## config.mk

```make
export PLATFORM = sky130hd
export DESIGN_NAME = arrow_track_engine_flat
export DESIGN_NICKNAME = d
export VERILOG_FILES = /design/src/rtl/arrow_track_engine_if.sv /design/src/rtl/arrow_track_engine.sv /design/src/flat_wrapper.sv
export SDC_FILE = /design/constraint.sdc
export NUM_CORES = 1
export LEC_CHECK = 0
export CAP_MARGIN = 10
export CORE_AREA = 2 2 187 134
export CTS_BUF_LIST = sky130_fd_sc_hd__clkbuf_8 sky130_fd_sc_hd__clkbuf_16
export CTS_CLUSTER_DIAMETER = 150
export DETAILED_ROUTE_END_ITERATION = 10
export DIE_AREA = 0 0 189 136
export GPL_TIMING_DRIVEN = 0
export PLACE_DENSITY_LB_ADDON = 0.25
export SLEW_MARGIN = 20
export SYNTH_ARGS = -nofsm -noshare
export SYNTH_HDL_FRONTEND = slang
export SYNTH_SLANG_ARGS = --single-unit
```

## constraint.sdc

```tcl
create_clock -name vga_clk -period 4.12 [get_ports vga_clk]
set_input_delay 0.412 -clock vga_clk [delete_from_list [all_inputs] [get_ports vga_clk]]
set_output_delay 0.412 -clock vga_clk [all_outputs]
set_load 0.01 [all_outputs]
```

## src/rtl/arrow_track_engine_if.sv

```systemverilog
`default_nettype none
// +------------------------------------------------------------------+
// | Module   : arrow_track_engine_if                                 |
// | Purpose  : frame/button inputs and track/score outputs of one     |
// |            player's arrow track engine                            |
// | Revision : 1.0                                                    |
// +------------------------------------------------------------------+
interface arrow_track_engine_if;
  logic        vs;
  logic        start;
  logic [3:0]  buttons;
  logic [77:0] indexes;
  logic [1:0]  good_bad;
  logic [7:0]  score;
  logic        busy;

  modport master (
    output vs, start, buttons,
    input  indexes, good_bad, score, busy
  );

  modport slave (
    input  vs, start, buttons,
    output indexes, good_bad, score, busy
  );
endinterface
`default_nettype wire

```

## src/rtl/arrow_track_engine.sv

```systemverilog
`default_nettype none
// +------------------------------------------------------------------+
// | Module   : arrow_track_engine                                     |
// | Purpose  : per-player 26-slot scrolling arrow track, LFSR spawner, |
// |            hit-zone judge, score and good/bad indicator            |
// | Revision : 1.0                                                     |
// +------------------------------------------------------------------+
module arrow_track_engine #(
  parameter int unsigned STEP_FRAMES = 4,
  parameter int unsigned IND_FRAMES  = 30,
  parameter int unsigned NUM_ARROWS  = 64,
  parameter logic [7:0]  LFSR_SEED   = 8'hA5
) (
  input  logic                vga_clk,
  input  logic                reset,
  arrow_track_engine_if.slave bus
);

  localparam logic [7:0] STEP_LAST   = 8'(STEP_FRAMES - 1);
  localparam logic [7:0] IND_LAST    = 8'(IND_FRAMES - 1);
  localparam logic [7:0] ARROWS_LAST = 8'(NUM_ARROWS - 1);

  typedef enum logic [1:0] {
    S_IDLE  = 2'd0,
    S_RUN   = 2'd1,
    S_DRAIN = 2'd2,
    S_DONE  = 2'd3
  } state_t;

  state_t      state_q, state_d;
  logic        vs_q, vs_d;
  logic [3:0]  btn_q, btn_d;
  logic [77:0] slots_q, slots_d;
  logic [7:0]  lfsr_q, lfsr_d;
  logic [7:0]  score_q, score_d;
  logic [1:0]  good_bad_q, good_bad_d;
  logic        busy_q, busy_d;
  logic [7:0]  shift_cnt_q, shift_cnt_d;
  logic [7:0]  ind_cnt_q, ind_cnt_d;
  logic [7:0]  spawn_cnt_q, spawn_cnt_d;

  logic        tick;
  logic [3:0]  press;
  logic [2:0]  press_code;
  logic        active;
  logic        shift_now;
  logic        hit;
  logic [7:0]  lfsr_nx;
  logic [2:0]  spawn_code;

  // Next-state: frame tick, press judge, track shift, spawn and song FSM.
  always_comb begin
    state_d     = state_q;
    vs_d        = bus.vs;
    btn_d       = bus.buttons;
    slots_d     = slots_q;
    lfsr_d      = lfsr_q;
    score_d     = score_q;
    good_bad_d  = good_bad_q;
    shift_cnt_d = shift_cnt_q;
    ind_cnt_d   = ind_cnt_q;
    spawn_cnt_d = spawn_cnt_q;
    tick        = vs_q & ~bus.vs;
    press       = bus.buttons & ~btn_q;
    active      = (state_q == S_RUN) || (state_q == S_DRAIN);
    shift_now   = 1'b0;
    hit         = 1'b0;
    lfsr_nx     = {lfsr_q[6:0], lfsr_q[7] ^ lfsr_q[5] ^ lfsr_q[4] ^ lfsr_q[3]};
    spawn_code  = lfsr_nx[7] ? ({1'b0, lfsr_nx[1:0]} + 3'd1) : 3'd0;

    case (press)
      4'b0001: press_code = 3'd1;
      4'b0010: press_code = 3'd2;
      4'b0100: press_code = 3'd3;
      4'b1000: press_code = 3'd4;
      default: press_code = 3'd0;
    endcase

    // Indicator ages only while shown; a new judgement below overrides this.
    if (tick && (good_bad_q != 2'b00)) begin
      if (ind_cnt_q == IND_LAST) begin
        good_bad_d = 2'b00;
        ind_cnt_d  = 8'd0;
      end else begin
        ind_cnt_d = ind_cnt_q + 8'd1;
      end
    end

    if (active) begin
      if (tick) begin
        if (shift_cnt_q == STEP_LAST) begin
          shift_cnt_d = 8'd0;
          shift_now   = 1'b1;
        end else begin
          shift_cnt_d = shift_cnt_q + 8'd1;
        end
      end

      // Judge against pre-shift slots; a matched slot is cleared before shifting.
      if (press != 4'b0000) begin
        ind_cnt_d = 8'd0;
        if ((press & (press - 4'd1)) != 4'b0000) begin
          good_bad_d = 2'b10;
        end else if (slots_q[2:0] == press_code) begin
          slots_d[2:0] = 3'd0;
          hit          = 1'b1;
        end else if (slots_q[5:3] == press_code) begin
          slots_d[5:3] = 3'd0;
          hit          = 1'b1;
        end else begin
          good_bad_d = 2'b10;
        end
        if (hit) begin
          good_bad_d = 2'b01;
          if (score_q != 8'hFF) begin
            score_d = score_q + 8'd1;
          end
        end
      end

      if (shift_now) begin
        lfsr_d  = lfsr_nx;
        slots_d = {(state_q == S_RUN) ? spawn_code : 3'd0, slots_d[77:3]};
        if (state_q == S_RUN) begin
          if (spawn_cnt_q == ARROWS_LAST) begin
            state_d     = S_DRAIN;
            spawn_cnt_d = 8'd0;
          end else begin
            spawn_cnt_d = spawn_cnt_q + 8'd1;
          end
        end
      end

      if ((state_q == S_DRAIN) && (slots_q == 78'd0)) begin
        state_d = S_DONE;
      end
    end else if (bus.start) begin
      state_d     = S_RUN;
      slots_d     = 78'd0;
      score_d     = 8'd0;
      good_bad_d  = 2'b00;
      shift_cnt_d = 8'd0;
      ind_cnt_d   = 8'd0;
      spawn_cnt_d = 8'd0;
      lfsr_d      = LFSR_SEED;
    end

    busy_d = (state_d == S_RUN) || (state_d == S_DRAIN);
  end

  // State and output registers; reset wins over every other event.
  always_ff @(posedge vga_clk) begin
    if (reset) begin
      state_q     <= S_IDLE;
      vs_q        <= 1'b0;
      btn_q       <= 4'd0;
      slots_q     <= 78'd0;
      lfsr_q      <= LFSR_SEED;
      score_q     <= 8'd0;
      good_bad_q  <= 2'b00;
      busy_q      <= 1'b0;
      shift_cnt_q <= 8'd0;
      ind_cnt_q   <= 8'd0;
      spawn_cnt_q <= 8'd0;
    end else begin
      state_q     <= state_d;
      vs_q        <= vs_d;
      btn_q       <= btn_d;
      slots_q     <= slots_d;
      lfsr_q      <= lfsr_d;
      score_q     <= score_d;
      good_bad_q  <= good_bad_d;
      busy_q      <= busy_d;
      shift_cnt_q <= shift_cnt_d;
      ind_cnt_q   <= ind_cnt_d;
      spawn_cnt_q <= spawn_cnt_d;
    end
  end

  assign bus.indexes  = slots_q;
  assign bus.good_bad = good_bad_q;
  assign bus.score    = score_q;
  assign bus.busy     = busy_q;

endmodule
`default_nettype wire

```

## src/flat_wrapper.sv

```systemverilog
// flat-port wrapper written by rule: the top's interface ports become plain ports
module arrow_track_engine_flat 
#(
  parameter int unsigned STEP_FRAMES = 4,
  parameter int unsigned IND_FRAMES  = 30,
  parameter int unsigned NUM_ARROWS  = 64,
  parameter logic [7:0]  LFSR_SEED   = 8'hA5
)
  (vga_clk, reset, bus_vs, bus_start, bus_buttons, bus_indexes, bus_good_bad, bus_score, bus_busy);
  arrow_track_engine_if bus_i ();
  input  logic vga_clk;
  input  logic reset;
  input wire logic [$bits(bus_i.vs)-1:0] bus_vs;
  input wire logic [$bits(bus_i.start)-1:0] bus_start;
  input wire logic [$bits(bus_i.buttons)-1:0] bus_buttons;
  output wire logic [$bits(bus_i.indexes)-1:0] bus_indexes;
  output wire logic [$bits(bus_i.good_bad)-1:0] bus_good_bad;
  output wire logic [$bits(bus_i.score)-1:0] bus_score;
  output wire logic [$bits(bus_i.busy)-1:0] bus_busy;
  assign bus_i.vs = bus_vs;
  assign bus_i.start = bus_start;
  assign bus_i.buttons = bus_buttons;
  assign bus_indexes = bus_i.indexes;
  assign bus_good_bad = bus_i.good_bad;
  assign bus_score = bus_i.score;
  assign bus_busy = bus_i.busy;
  arrow_track_engine #(.STEP_FRAMES(STEP_FRAMES), .IND_FRAMES(IND_FRAMES), .NUM_ARROWS(NUM_ARROWS), .LFSR_SEED(LFSR_SEED)) u_core (.vga_clk(vga_clk), .reset(reset), .bus(bus_i));
endmodule
```

==> qor.txt, run 1 <==
Status = finished clean
Gpl congestion = 0.781
CTS tree = done
Leak = 2.48 nW
Max Slew Vio Count = 0
Routed vias = 5,667
CP arrival = 3.31 ns
Die height = 136 um
WL/cell = 16.5 um
Switching share of total power = 0.264
Clock sinks = 128
# diodes = 0
CP endpoint kind = flip-flop
H-tree lvl count = 4
Register area share after synthesis = 0.453
Nets = 834
Final Cell Area = 7630 um^2
Initial Util = 0.235
Post-route ant nets = 0
Setup TNS = 0 ns
Setup Crit Path Kind = reg2reg
Pwr dens = 398 nW/um^2
Core Box Area = 24,100 um^2
Rel. slew slack = 0.466
Die area = 25,700 um^2
Ports = 97
Share of cells above drive strength 1 = 0.0469
WP data required = 4.46 ns
Area after DPL = 7020 um^2
Buffers on Ports = 96
Post-layout minimum cycle time = 2.97 ns
Clk buf depth = 2
Final HPWL DP = 13,600 um
FFs w/ async S/R, synth = 0
Postcts setup bufs = 0
Mean Syn Cell Area = 8.04 um^2
Leading register cell type out of synthesis = dfxtp_1
DR DRC count = 0
Clock power share = 0.525
Synthesized instance count = 703
Post-Syn Area = 5650 um^2
YS warnings = 0
Worst reg2reg path depth = 8
Die X = 189 um
F_max = 337 MHz
Routed vias/inst = 4.90
Largest net degree at the start of global routing = 17
Part of the power in registers = 0.414
1st-iter DRT viols = 436
HP Class = reg2reg
Grt ovf = 0
Hold violation count in the final report = 0
Vias in the first global route = 5,029
CP startpoint = u_core.shift_cnt_q[0]$_SDFFE_PP0P_
CP max FO = 10
Reg-to-reg slack, setup = 1.15 ns
Unrepaired setup endpoints after global routing = no
Std-Cell Rows = 48
Cell Int Power = 2.23 mW
Initial antenna violation count = 0
Worst skew pair latency = 0.43 ns
Final period util = 0.720
Clk_skew = 0.0187 ns
Combinational share of power = 0.062
Drt total wl = 19,100 um
Clock root buffer = clkbuf_16
EDFF count, synth = 0
Total CTS buffers = 17
Global-route wire length before repair = 29,400 um
Yosys cell types = 52
Cts repair resizes = 0
Hold buffers post-CTS = 0
Measured slew at the worst slew-check pin = 0.790 ns
Flops & latches, synth = 128
CP startpoint kind = flip-flop
Syn Nets = 719
VDD IR max = 0.271 mV
Reg-to-reg startpoint = u_core.shift_cnt_q[0]$_SDFFE_PP0P_
Final setup viols = 0
Psw = 0.800 mW
GRT Resource Usage Total = 0.147
Max Cap Viol = 0
Worst setup path endpoint = u_core.lfsr_q[3]$_SDFFE_PP0P_
DRT Pass-1 Iters = 5
Synth-to-Final Area Change = 34.9%
Clock slew at reported path FFs = 0.06 ns
R2r endpoint = u_core.lfsr_q[3]$_SDFFE_PP0P_
-- through the flow --
step	util	std cells	hold WS, ns	setup slack, ns	total power, mW
4_1_cts	0.317	1156	0.458	1.16	3.05
3_5_place_dp	0.292	1124	0.450	1.08	1.47
6_report	0.317	1156	0.458	1.15	3.03
5_1_grt	0.317	1156	0.490	0.847	3.13
2_1_floorplan	-	703	0.433	1.72	1.40
3_3_place_gp	0.292	1124	0.445	1.07	1.47
-- Yosys cell counts, types with 3 or more instances --
master    number  share of area
o21bai_1       4         0.0053
o211ai_1       4         0.0053
nand2_1       94          0.062
xor2_1         6         0.0093
buf_1          9         0.0060
a22o_1         3         0.0046
nor4_1        22          0.024
or3b_1         3         0.0046
or3_1          6         0.0066
nand3_1       89          0.079
nor3_1        14          0.012
nor2_1        40          0.027
xnor2_1        7          0.011
clkbuf_1      35          0.023
and2_1         3         0.0033
and3_1         9          0.010
o21ai_0       13          0.012
inv_1          3         0.0020
nor3b_1        4         0.0053
a211oi_1       6         0.0080
nand2b_1      11          0.012
nor2b_1       16          0.018
nand4_1       10          0.011
o21a_1         4         0.0053
a31oi_1        7         0.0077
dfxtp_1      128           0.45
ha_1           8          0.018
nand3b_1       3         0.0040
mux2i_1        4         0.0071
a21oi_1      110          0.097
-- placed cells by master (no fill, tap or decap), types with 5 or more instances in the layout --
master,n
dfxtp_1,128
a21oi_1,110
clkdlybuf4s50_1,96
nand2_1,94
nand3_1,89
nor2_1,40
clkbuf_1,35
nor4_1,22
clkbuf_16,17
nor2b_1,16
nor3_1,14
o21ai_0,13
nand2b_1,11
nand4_1,10
buf_1,9
and3_1,9
ha_1,8
xnor2_1,7
a31oi_1,7
xor2_1,6
or3_1,6
a211oi_1,6
inv_6,5
-- metal layers --
metal,vias to the layer above,GRT usage,part of all wire
met4,0,0.0299,0.0043
met2,150,0.197,0.40
met3,10,0.0351,0.054
met1,2732,0.232,0.54
li1,2775,-,-
met5,-,0,0
-- flip-flops by register name, summed over array words and instances (netlist names) --
signal,count
u_core.bus.indexes,78
u_core.bus.score,8
u_core.ind_cnt_q,8
u_core.lfsr_q,8
u_core.shift_cnt_q,8
u_core.spawn_cnt_q,8
u_core.btn_q,4
u_core.bus.good_bad,2
u_core.state_q,2
u_core.bus.busy,1
u_core.vs_q,1
-- layout make-up --
class / instances / area [um^2]
clock buffer: 18 / 439
fill: 2560 / 16500
inverter: 3 / 11.3
tap: 325 / 407
buffer: 44 / 165
sequential: 128 / 2560
timing repair buffer: 96 / 961
multi-input combinational: 528 / 2920
clock inverter: 14 / 168
-- power groups by stage --
stage / logic [mW] / registers [mW] / clock network (mW)
floorplan: 0.120 / 1.28 / 0
detailed placement: 0.186 / 1.28 / 0
global placement: 0.186 / 1.28 / 0
finish: 0.188 / 1.25 / 1.59
CTS: 0.187 / 1.25 / 1.61
global route: 0.209 / 1.26 / 1.67
-- worst min-delay path by stage --
stage	cells past startpoint	endpoint	startpoint
finish	2	u_core.lfsr_q[3]$_SDFFE_PP0P_	u_core.lfsr_q[2]$_SDFFE_PP1P_
global route	2	u_core.lfsr_q[3]$_SDFFE_PP0P_	u_core.lfsr_q[2]$_SDFFE_PP1P_
CTS	2	u_core.lfsr_q[3]$_SDFFE_PP0P_	u_core.lfsr_q[2]$_SDFFE_PP1P_
detailed placement	2	u_core.lfsr_q[3]$_SDFFE_PP0P_	u_core.lfsr_q[2]$_SDFFE_PP1P_
global placement	2	u_core.lfsr_q[3]$_SDFFE_PP0P_	u_core.lfsr_q[2]$_SDFFE_PP1P_
floorplan	2	u_core.lfsr_q[3]$_SDFFE_PP0P_	u_core.lfsr_q[2]$_SDFFE_PP1P_
-- critical path, stage by stage (launching register included) --
cell and delay (ns):
dfxtp_1 0.38, ha_1 0.23, or4b_4 0.49, nor4_4 0.40, and2_1 0.22, clkbuf_1 0.47, clkbuf_1 0.46, nand2_1 0.11
a21oi_1 0.13
-- cells by family after synthesis --
family	count (synthesis)	share of synthesized area
AND/OR/NAND/NOR	333	0.296
AO/OA/AOI/OAI	170	0.175
flip-flops	128	0.453
buffers and inverters	47	0.0312
XOR/XNOR	13	0.0201
adder cells (fa/ha/maj)	8	0.0177
multiplexers	4	0.00708
(Power assumes the default switching activity.)
==> run 2, diff against run 1 <==
==> constraint.sdc (replaced) <==
create_clock -name vga_clk -period 3.1 [get_ports vga_clk]
set_input_delay 0.31 -clock vga_clk [delete_from_list [all_inputs] [get_ports vga_clk]]
set_output_delay 0.31 -clock vga_clk [all_outputs]
set_load 0.01 [all_outputs]
==> run 2 against run 1 <==
Against the previous run:
- maximum frequency grew 5.6%
- clock power rose by 33%
- clock skew down 0.0036 ns
- first-iteration DRC count is 2.1% higher
- wire length about the same
- register-to-register slack got worse by 0.86 ns
- clock-buffer cell count stayed put
- sequential power grew 34%
- final cell count unchanged
- critical path type unchanged
- critical endpoint is now u_core.spawn_cnt_q[3]$_SDFFE_PP0P_
- largest cell class unchanged
- largest power group unchanged
==> qor.txt, run 2 (synthesized netlist as in run 1, its figures left out) <==
Status = finished clean
Grt ovf = 0 (unchanged)
WL/cell = 16.5 um (about the same)
Buffers on Ports = 96 (unchanged)
Final HPWL DP = 13,600 um (unchanged)
Routed vias = 5,702 (+0.62%)
Max reg flops = 78 (unchanged)
M1 wire length = 10,300 um (-0.73%)
CP arrival = 3.17 ns (-0.14 ns)
Cell Int Power = 2.97 mW (+33%)
Commonest non-fill, non-tap cell in the layout = dfxtp_1
Postcts setup bufs = 0 (unchanged)
Worst skew pair latency = 0.44 ns (about the same)
Final Power = 4.03 mW (+33%)
Clock slew at reported path FFs = 0.06 ns (about the same)
Filler cells = 2,561 (+0.039%)
Fin Hold WS = 0.458 ns (+0.000680 ns)
Top Layer Used = met4
Clock power share = 0.525 (about the same)
Clk buf depth = 2 (unchanged)
Pwr dens = 529 nW/um^2 (+33%)
H-tree lvl count = 4 (unchanged)
Combinational share of power = 0.062 (about the same)
Final period util = 0.907 (+0.186)
CTS tree = done
Cts repair resizes = 0 (unchanged)
1st-iter DRT viols = 445 (+2.1%)
DP Worst Slack = 0.158 ns (-0.918 ns)
Share of cells above drive strength 1 = 0.0481 (+0.00120)
Initial Util = 0.235 (unchanged)
Unrepaired setup endpoints after global routing = no
Post-route ant nets = 0 (unchanged)
Psw = 1.07 mW (+33%)
Clock sinks = 128 (unchanged)
Die area = 25,700 um^2 (unchanged)
VDD IR max = 0.368 mV (+36%)
Worst reg2reg path depth = 7 (-1)
WP data required = 3.46 ns (-1.00 ns)
Part of the power in registers = 0.413 (about the same)
CP max FO = 8 (-2)
Hold buffers post-CTS = 0 (unchanged)
Die height = 136 um (unchanged)
Die X = 189 um (unchanged)
CP endpoint kind = flip-flop
Total CTS buffers = 17 (unchanged)
Core Box Area = 24,100 um^2 (unchanged)
Setup Crit Path Kind = reg2reg
Initial antenna violation count = 0 (unchanged)
Final WS setup = 0.290 ns (-0.863 ns)
Hold violation count in the final report = 0 (unchanged)
Post-layout minimum cycle time = 2.81 ns (-0.157 ns)
Most frequent cells in the layout = dfxtp_1, a21oi_1, clkdlybuf4s50_1
Synth-to-Final Area Change = 34.9% (about the same)
Final Util = 0.317 (about the same)
Setup TNS = 0 ns (unchanged)
Switching share of total power = 0.264 (+0.000502)
Max Cap Viol = 0 (unchanged)
Max Slew Vio Count = 0 (unchanged)
CP startpoint kind = flip-flop
Clk_skew = 0.0151 ns (-0.00362 ns)
Drt total wl = 19,100 um (about the same)
Ports = 97 (unchanged)
GRT Resource Usage Total = 0.147 (unchanged)
F_max = 356 MHz (+5.6%)
DR DRC count = 0 (unchanged)
Global-route wire length before repair = 29,400 um (unchanged)
Rel. slew slack = 0.456 (-0.0102)
# diodes = 0 (unchanged)
Clock root buffer = clkbuf_16
Vias in the first global route = 5,029 (unchanged)
Met3 WL post-DR = 1080 um (+5.3%)
Routed vias/inst = 4.93 (+0.62%)
DRT Pass-1 Iters = 5 (unchanged)
Std-Cell Rows = 48 (unchanged)
Gpl congestion = 0.781 (unchanged)
Leak = 2.48 nW (+0.14%)
Largest net degree at the start of global routing = 17 (unchanged)
Final setup viols = 0 (unchanged)
Measured slew at the worst slew-check pin = 0.805 ns (+0.0151 ns)
Nets = 834 (unchanged)
WL met2 = 7640 um (about the same)
Hold depth = 2 (unchanged)
HP Class = reg2reg
[run 2: cell counts in the layout (fill, tap and decap cells not counted)]
Identical to the previous run, type by type.
[run 2: area by class of cell]
| type | instances | area (um^2) | share of cell area |
|---|---|---|---|
| Inverter | 3 | 11.3 | 0.00148 |
| Clock inverter | 14 | 168 | 0.0220 |
| Multi-Input combinational cell | 528 | 2920 | 0.382 |
| Buffer | 44 | 166 | 0.0218 |
| Sequential cell | 128 | 2560 | 0.336 |
| Tap cell | 325 | 407 | 0.0533 |
| Timing Repair Buffer | 96 | 961 | 0.126 |
| Clock buffer | 18 | 439 | 0.0576 |
[run 2: final timing paths]
check | startpoint | end | slack (ns)
setup / recovery | u_core.shift_cnt_q[0]$_SDFFE_PP0P_ | u_core.spawn_cnt_q[3]$_SDFFE_PP0P_ | 0.29
hold / removal | u_core.lfsr_q[2]$_SDFFE_PP1P_ | u_core.lfsr_q[3]$_SDFFE_PP0P_ | 0.46
setup reg to reg | u_core.shift_cnt_q[0]$_SDFFE_PP0P_ | u_core.spawn_cnt_q[3]$_SDFFE_PP0P_ | 0.29
hold reg to reg | u_core.lfsr_q[2]$_SDFFE_PP1P_ | u_core.lfsr_q[3]$_SDFFE_PP0P_ | 0.46
[run 2: through the flow]
stage          area, um^2  instances
3_3_place_gp         7020       1124
4_1_cts              7630       1156
3_5_place_dp         7020       1124
6_report             7630       1156
5_1_grt              7630       1156
2_1_floorplan        5650        703
[run 2: routing by layer]
metal	vias up	global-route usage
li1	2780	-
met1	2757	0.232
met2	154	0.197
met3	11	0.0351
met4	0	0.0299
met5	-	0
[run 2: worst max-delay path, stage by stage, from the launching register on]
cell     delay [ns]
dfxtp_1        0.38
ha_1           0.23
or4b_4         0.49
nor4_4         0.40
a31oi_2        0.23
or3_1          0.46
or3b_1         0.40
a21oi_1        0.14
[run 2: power groups by stage]
stage	Combinational [mW]	Sequential [mW]	Clock (mW)
after floorplan	0.159	1.70	0
after global placement	0.247	1.70	0
after detailed placement	0.247	1.70	0
after CTS	0.249	1.67	2.14
after global routing	0.278	1.67	2.22
final	0.250	1.67	2.12
==> run 3, diff against run 2 <==
==> constraint.sdc (replaced) <==
create_clock -name vga_clk -period 3.1 [get_ports vga_clk]
set_input_delay 0.775 -clock vga_clk [delete_from_list [all_inputs] [get_ports vga_clk]]
set_output_delay 0.775 -clock vga_clk [all_outputs]
set_load 0.01 [all_outputs]
==> run 3 against run 2 <==
Against the previous run:
- first-iteration DRC count increased by 1.3%
- die area unchanged
- sequential cell count unchanged
- total power about the same
- largest cell class unchanged
- critical endpoint unchanged
- clock power about the same
- worst hold slack about the same
- setup slack got worse by 0.0071 ns
- final cell count unchanged
==> qor.txt, run 3 (synthesized netlist as in run 1, its figures left out) <==
Hold depth = 2 (unchanged)
Max Cap Viol = 0 (unchanged)
Routed vias = 5,683 (-0.33%)
Clock slew at reported path FFs = 0.06 ns (about the same)
HP Start = u_core.lfsr_q[2]$_SDFFE_PP1P_
Core Box Area = 24,100 um^2 (unchanged)
Ports = 97 (unchanged)
Setup Crit Path Kind = reg2reg
Grt ovf = 0 (unchanged)
Reg-to-reg startpoint = u_core.shift_cnt_q[0]$_SDFFE_PP0P_
WHS Endpoint = u_core.lfsr_q[3]$_SDFFE_PP0P_
Vias in the first global route = 5,029 (unchanged)
H-tree lvl count = 4 (unchanged)
Clk buf depth = 2 (unchanged)
Initial antenna violation count = 0 (unchanged)
Initial Util = 0.235 (unchanged)
Commonest non-fill, non-tap cell in the layout = dfxtp_1
Placed cell count = 1,124 (unchanged)
Post-layout minimum cycle time = 2.82 ns (+0.00713 ns)
Final period util = 0.909 (+0.00230)
Buffers on Ports = 96 (unchanged)
Postcts setup bufs = 0 (unchanged)
GRT Resource Usage Total = 0.147 (unchanged)
WL/cell = 16.5 um (about the same)
Unrepaired setup endpoints after global routing = no
F_max = 355 MHz (-0.25%)
Final WS setup = 0.283 ns (-0.00713 ns)
Status = finished clean
Max Slew Vio Count = 0 (unchanged)
Area after DPL = 7020 um^2 (unchanged)
Layout Cells excl Fill = 1,156 (unchanged)
Global-route wire length before repair = 29,400 um (unchanged)
Measured slew at the worst slew-check pin = 0.794 ns (-0.0117 ns)
Most frequent cells in the layout = dfxtp_1, a21oi_1, clkdlybuf4s50_1
Share of cells above drive strength 1 = 0.0493 (+0.00120)
CP endpoint kind = flip-flop
Rel. slew slack = 0.463 (+0.00789)
Die X = 189 um (unchanged)
CP arrival = 3.17 ns (about the same)
Footprint of the multi-input gates = 2920 um^2 (+0.13%)
CP startpoint kind = flip-flop
Hold violation count in the final report = 0 (unchanged)
Clock sinks = 128 (unchanged)
Pwr dens = 528 nW/um^2 (about the same)
DR DRC count = 0 (unchanged)
Final HPWL DP = 13,600 um (unchanged)
CP Cell Sequence = ha_1 -> or4b_4 -> nor4_4 -> a31oi_2 -> or3_1 -> or3b_1 -> a21oi_1
Drt total wl = 19,100 um (about the same)
DRT Pass-1 Iters = 5 (unchanged)
Clk_skew = 0.0143 ns (-0.000759 ns)
CTS tree = done
Worst reg2reg path depth = 7 (unchanged)
DP Worst Slack = -0.307 ns (-0.465 ns)
Reg-to-reg slack, setup = 0.28 ns (about the same)
Final Power = 4.03 mW (about the same)
Nets = 834 (unchanged)
R2r endpoint = u_core.spawn_cnt_q[3]$_SDFFE_PP0P_
Final Cell Area = 7630 um^2 (about the same)
Std-Cell Rows = 48 (unchanged)
Slowest Stage Delay on Critical Path = 0.49 ns (about the same)
Gpl congestion = 0.781 (unchanged)
HP Class = reg2reg
Leak = 2.48 nW (about the same)
Max reg flops = 78 (unchanged)
# diodes = 0 (unchanged)
Clock root buffer = clkbuf_16
Die area = 25,700 um^2 (unchanged)
Hold buffers post-CTS = 0 (unchanged)
Reg area = 2560 um^2 (unchanged)
1st-iter DRT viols = 451 (+1.3%)
CP max stage cell = or4b_4
VDD IR max = 0.361 mV (-2.0%)
Synth-to-Final Area Change = 35.0% (about the same)
Die height = 136 um (unchanged)
Filler cells = 2,561 (unchanged)
Cts repair resizes = 0 (unchanged)
Worst skew pair latency = 0.43 ns (about the same)
Largest net degree at the start of global routing = 17 (unchanged)
CP max FO = 8 (unchanged)
Final setup viols = 0 (unchanged)
Routed vias/inst = 4.92 (-0.33%)
Total CTS buffers = 17 (unchanged)
WP data required = 3.45 ns (about the same)
Post-route ant nets = 0 (unchanged)
[run 3: cell counts in the layout (fill, tap and decap cells not counted)]
No cell type changed its count.
[run 3: per-layer routing]
metal  up-vias  track usage  wire (um)
li1       2776            -          -
met1      2752        0.232      10400
met2       142        0.197       7570
met3        13       0.0351       1020
met4         0       0.0299        116
met5         -            0          0
[run 3: worst max-delay path by stage]
stage	from	endpoint	slack (ns)	cells after the start
final	u_core.shift_cnt_q[0]$_SDFFE_PP0P_	u_core.spawn_cnt_q[3]$_SDFFE_PP0P_	0.28	7
after global routing	bus_vs	u_core.bus.indexes[73]$_SDFFE_PP0P_	0.05	9
after CTS	bus_vs	u_core.bus.indexes[66]$_SDFFE_PP0P_	0.11	9
after detailed placement	bus_vs	u_core.lfsr_q[3]$_SDFFE_PP0P_	-0.31	9
after global placement	bus_vs	u_core.lfsr_q[1]$_SDFFE_PP0P_	-0.31	9
after floorplan	bus_buttons[1]	u_core.bus.indexes[0]$_SDFFE_PP0P_	0.63	7
[run 3: worst max-delay path: cells and delay by family, from the launching register on]
family,cells,cell delay (ns)
compound gates,2,0.38
fa+ha+maj,1,0.23
simple gates,4,1.75
flops,1,0.38
[run 3: where the power goes]
group	switching [mW]	internal, mW
Sequential	0.0110	1.66
Combinational	0.173	0.0774
Clock	0.879	1.23
[run 3: layout make-up]
type                    instances  area share
multi-input cells             528       0.382
flip-flops and latches        128       0.336
repair buffers                 96       0.126
clock buffers                  18      0.0575
well taps                     325      0.0533
clock inverters                14      0.0220
plain buffers                  44      0.0218
inverters                       3     0.00148
[run 3: metrics by stage]
stage          utilization  hold slack, ns  TNS (ns)
6_report             0.317           0.458         0
3_5_place_dp         0.292           0.450    -19.69
4_1_cts              0.317           0.458         0
3_3_place_gp         0.292           0.445    -20.06
2_1_floorplan            -           0.433         0
5_1_grt              0.317           0.490         0
